`src/rtl/tdc_readout_arbiter.sv`:
```
// Round-robin readout scheduler for NCH TDC hit FIFOs; emits {channel, word} on a valid/ready stream.
// Optional feature: define TDC_ARB_CHMASK_EN to add the chan_mask input (per-channel read enable mask).
module tdc_readout_arbiter #(
  parameter int NCH    = 4,
  parameter int CHW    = 2,
  parameter int DW     = 8,
  parameter int RD_LAT = 1
) (
  input  logic                SYSCLK,
  input  logic                RESET,
  input  logic [NCH-1:0]      fifo_avail,
  input  logic [NCH*DW-1:0]   fifo_dout,
  output logic [NCH-1:0]      fifo_rd,
  output logic [CHW+DW-1:0]   out_data,
  output logic                out_valid,
  input  logic                out_ready,
`ifdef TDC_ARB_CHMASK_EN
  input  logic [NCH-1:0]      chan_mask,
`endif
  output logic                busy,
  output logic [15:0]         word_count
);

  if (CHW != $clog2(NCH)) begin : g_chw_check
    $error("tdc_readout_arbiter: CHW must equal clog2(NCH)");
  end
  if (RD_LAT < 1 || RD_LAT > 3) begin : g_lat_check
    $error("tdc_readout_arbiter: RD_LAT must be 1..3");
  end

  typedef enum logic [1:0] {
    S_IDLE,
    S_READ,
    S_WAIT,
    S_PRESENT
  } state_t;

  state_t           state, state_next;
  logic [CHW-1:0]   grant, last_grant, next_grant;
  logic [1:0]       lat_cnt;
  logic [NCH-1:0]   eligible;
  logic             any_eligible;
  logic             capture, accept;
  logic [DW-1:0]    dout_ch [NCH];

`ifdef TDC_ARB_CHMASK_EN
  assign eligible = fifo_avail & chan_mask;
`else
  assign eligible = fifo_avail;
`endif

  always_comb begin
    for (int i = 0; i < NCH; i++) begin
      dout_ch[i] = fifo_dout[i*DW +: DW];
    end
  end

  // Search downward so the nearest successor of last_grant is the one that sticks.
  always_comb begin
    any_eligible = 1'b0;
    next_grant   = last_grant;
    for (int k = NCH; k >= 1; k--) begin
      if (eligible[CHW'((int'(last_grant) + k) % NCH)]) begin
        any_eligible = 1'b1;
        next_grant   = CHW'((int'(last_grant) + k) % NCH);
      end
    end
  end

  // NOTE: every output of this block gets a default first, so no path can infer a latch.
  always_comb begin
    state_next = state;
    fifo_rd    = '0;
    out_valid  = 1'b0;
    busy       = (state != S_IDLE);
    capture    = 1'b0;
    accept     = 1'b0;
    case (state)
      S_IDLE: begin
        if (any_eligible) state_next = S_READ;
      end
      S_READ: begin
        fifo_rd[grant] = 1'b1;
        state_next     = S_WAIT;
      end
      S_WAIT: begin
        if (lat_cnt == 2'(RD_LAT - 1)) begin
          capture    = 1'b1;
          state_next = S_PRESENT;
        end
      end
      S_PRESENT: begin
        out_valid = 1'b1;
        if (out_ready) begin
          accept     = 1'b1;
          state_next = S_IDLE;
        end
      end
      default: state_next = S_IDLE;
    endcase
  end

  // NOTE: sequential state uses non-blocking assignments; reset is asynchronous so a
  // word in flight is dropped the moment RESET rises.
  always_ff @(posedge SYSCLK or posedge RESET) begin
    if (RESET) begin
      state      <= S_IDLE;
      grant      <= '0;
      last_grant <= CHW'(NCH - 1);
      lat_cnt    <= '0;
      out_data   <= '0;
      word_count <= '0;
    end else begin
      state <= state_next;
      if (state == S_IDLE && any_eligible) grant <= next_grant;
      if (state == S_READ) lat_cnt <= '0;
      else if (state == S_WAIT) lat_cnt <= lat_cnt + 2'd1;
      if (capture) out_data <= {grant, dout_ch[grant]};
      if (accept) begin
        word_count <= word_count + 16'd1;
        last_grant <= grant;
      end
    end
  end

endmodule

```
`config.mk`:
```
export PLATFORM = sky130hd
export DESIGN_NAME = tdc_readout_arbiter
export DESIGN_NICKNAME = d
export VERILOG_FILES = /design/src/rtl/tdc_readout_arbiter.sv
export SDC_FILE = /design/constraint.sdc
export NUM_CORES = 1
export LEC_CHECK = 0
export BUFFER_PORTS_ARGS = -buffer_cell sky130_fd_sc_hd__buf_2
export CORE_ASPECT_RATIO = 2
export CORE_MARGIN = 3
export CORE_UTILIZATION = 48
export CTS_CLUSTER_SIZE = 24
export DETAILED_ROUTE_END_ITERATION = 8
export PLACE_DENSITY = 0.77
export SYNTH_ARGS = -nofsm -noshare
export SYNTH_HDL_FRONTEND = slang
export SYNTH_SLANG_ARGS = --single-unit
```
`constraint.sdc`:
```
create_clock -name SYSCLK -period 1.6 [get_ports SYSCLK]
set_input_delay 0.16 -clock SYSCLK [delete_from_list [all_inputs] [get_ports SYSCLK]]
set_output_delay 0.16 -clock SYSCLK [all_outputs]
set_load 0.01 [all_outputs]
```
==> flow_summary_export.csv <==
group,metric,value,unit
sta,fmax,0.646,GHz
global_routing,grt_use_total,18.8,%
power,p_seq_share,40.1,%
worst_setup_path,required,1.44,ns
die,fp.dieH,92.8,µm
logic_synthesis,synth_top_area_share,44.3,%
logic_synthesis,yosysWarnings,0,
worst_hold_path,worstHoldStart,"fifo_avail[3]",
place,portBuffers,70,
detailed_routing,routed_wl,3920,µm
worst_setup_path,reg2reg_to,"word_count[15]",
die,dieArea,4580,µm²
clocking,cts_htree_levels,2,
worst_setup_path,cp_num_buf_inv,2,
sta,whs,0.308,ns
die,boundaryPins,71,
clocking,clock_path_buffers,2,
worst_setup_path,path_max_fanout,5,
clocking,path_clk_slew,0.06,ns
cells_and_area,most-common-layout-cells,"buf_2, dfrtp_1, mux2_2, xnor2_1, inv_1",
power,internal_power,2370,µW
logic_synthesis,synth-edff-count,0,
die,rows,31,
die,fp.dieW,49.4,µm
worst_setup_path,start_kind,"register",
worst_setup_path,slowest_delay,0.40,ns
clocking,cts_root_buf,"clkbuf_8",
power,vdd_drop_max,1.07,mV
cells_and_area,syn2layout_area_growth,29.2,%
worst_hold_path,hold_path_end,"grant[1]",
power,p_sw_share,35.3,%
global_routing,grt_pass1_vias,1417,
detailed_routing,drcViolationCount,0,
clocking,clock-sinks,34,
sta,rsz0062_at_grt,"yes",
sta,clock-skew-final,0.00608,ns
worst_setup_path,endpoint_kind,"output pin",
global_routing,overflow,0,
power,p_clk_share,16.1,%
run_status,status,"finished, final reports clean",
cells_and_area,num-nets-final,270,
sta,slew_headroom,69.7,%
detailed_routing,drt.antenna.violating_nets,0,
sta,min_period,1.55,ns
clocking,cts_tree,"done",
detailed_routing,drtIter0Drc,20,
logic_synthesis,async_flop_share,100,%
sta,worstMarginPinSlew,0.455,ns
die,start_util,50.1,%
flow_run,drv_cap,0,
power,fin_total_pwr,3670,µW
logic_synthesis,synth.distinct_cells,33,
logic_synthesis,synth_nets,190,
die,coreArea,3610,µm²
detailed_routing,firstDrtPassIters,4,
logic_synthesis,netlist_area,1810,µm²
logic_synthesis,synth_top_area_cell,"dfrtp_1",
worst_setup_path,slowest_stage,"dfrtp_1",
cells_and_area,n_antenna_cell,0,
sta,setup_viol,0,
logic_synthesis,syn_avg_cell_area,12.5,µm²
clocking,cts_buffers,5,
worst_setup_path,worstReg2RegStart,"state[0]",
power,pwr-share-comb,43.8,%
logic_synthesis,synth_seq_cells,34,
cells_and_area,design_area,2330,µm²
worst_setup_path,cp_cell_sequence,"inv_1, ha_2, nor3b_1, buf_2",
power,p_sw,1300,µW
global_routing,antenna_found_initial,0,
power,leakagePower,0.00119,µW
detailed_routing,vias_per_cell,5.22,
logic_synthesis,yosysSeqAreaShare,47.2,%
cells_and_area,layout_commonest_cell,"buf_2",
place,hpwl,3130,µm
power,p_per_area,1570,nW/µm²
global_routing,grt_max_degree,35,
detailed_routing,avgRoutedWirePerCell,14.4,µm
sta,report.final.slew_viol_count,0,
worst_hold_path,min_path_type,"input pin to register",
logic_synthesis,syn_inst,144,
worst_setup_path,reg2reg_depth,5,
logic_synthesis,synth_area_leaders,"dfrtp_1, mux2_2, mux4_1",
global_routing,grt_pass1_wl,6560,µm
sta,fin_tns_setup,0,ns
detailed_routing,vias,1425,
place,globalplace.congestion,0.815,
worst_setup_path,cp_data_arrival_time,1.39,ns
worst_setup_path,crit_family,"flip-flops",
clocking,clk_latency,0.28,ns
worst_setup_path,worst-r2r-setup-slack,0.06,ns
sta,hold_viol,0,
worst_hold_path,whs_path_depth,4,
cells_and_area,drive_gt1_share,47.3,%
worst_setup_path,worstSetupPathType,"register to output pin",
sta,min_period_over_period,96.7,%
logic_synthesis,synth_top_flop_cell,"dfrtp_1",
place,dpl-instance-area,2240,µm²
per-layer routing:
layer	wire, µm	global-route usage [%]	vias up
li1	-	-	681
met1	1590	21.6	678
met2	1960	31.3	54
met3	242	3.70	12
met4	131	12.0	0
met5	0	0	-
cell usage after synthesis (2+ instances only):
library cell   n
mux4_2         3
and4_1         3
nand2b_1       2
mux4_1         5
nor2_1         3
dfrtp_1       32
nand2_1        9
nor3_1         2
and3_1         2
ha_1           7
dfstp_2        2
nand3_1        5
nand4_1        6
mux2_2        14
inv_1         13
mux2i_1        2
o21ai_0        5
xnor2_1       14
worst max path at each step:
stage | from | end | slack (ns) | cells past startpoint
after global routing | state[1] | fifo_rd[0] | -0.05 | 4
after floorplan | state[0] | word_count[11] | 0.14 | 5
after CTS | state[1] | fifo_rd[0] | 0.003 | 4
after detailed placement | grant[0] | out_data[5] | -0.06 | 2
final | state[1] | fifo_rd[0] | 0.05 | 4
after global placement | grant[0] | out_data[7] | 0.005 | 2
power groups by stage:
stage          registers [µW]  logic, µW  clock network [µW]
2_1_floorplan            1460       1100                   0
3_3_place_gp             1480       1560                   0
3_5_place_dp             1490       1610                   0
4_1_cts                  1480       1620                 611
5_1_grt                  1520       1790                 653
6_report                 1470       1610                 590
cell type report:
cell class                 count  area, µm²
clock buffer                   5       68.8
clock inverter                 2       10.0
fill                         318       1270
inverter                      13       48.8
multi-input combinational     94        881
sequential                    34        855
tap                           49       61.3
timing repair buffer          76        410
what timing repair did:
item | CTS | global route
buffers inserted | 0 | 0
pin swaps | 0 | 0
hold buffers | 1 | 0
resized for setup | 1 | 4
endpoints found under the hold margin | 32 | 0
setup endpoints to repair | 7 | 12
registers in the layout, indices dropped and copies added, names as in the netlist:
name        cells
word_count     16
state           2
lat_cnt         2
last_grant      2
out_data       10
grant           2
cells by family (layout without fill, tap and decap cells):
family / after synthesis / after routing / synth area share, %
adders and majority gates: 7 / 7 / 4.85
muxes: 24 / 24 / 20.8
xor gates and xnor gates: 15 / 15 / 7.27
and+or+nand+nor: 37 / 37 / 11.4
DFF: 34 / 34 / 47.2
AOI/OAI and AO/OA: 11 / 11 / 4.09
buffers and inverters: 16 / 96 / 4.36
worst min-delay path, cell delays in order:
cell,delay (ns)
buf_2,0.13
o21ai_0,0.09
nand2_1,0.07
a22o_1,0.11
stage by stage:
stage,std cells,worst slack [ns],utilization [%]
after global routing,273,-0.0467,64.7
after detailed placement,265,-0.0598,62.1
after floorplan,144,0.141,-
after CTS,273,0.00294,64.6
after global placement,265,0.00549,62.1
final,273,0.0529,64.7
Power figures use the tool's default switching activity.
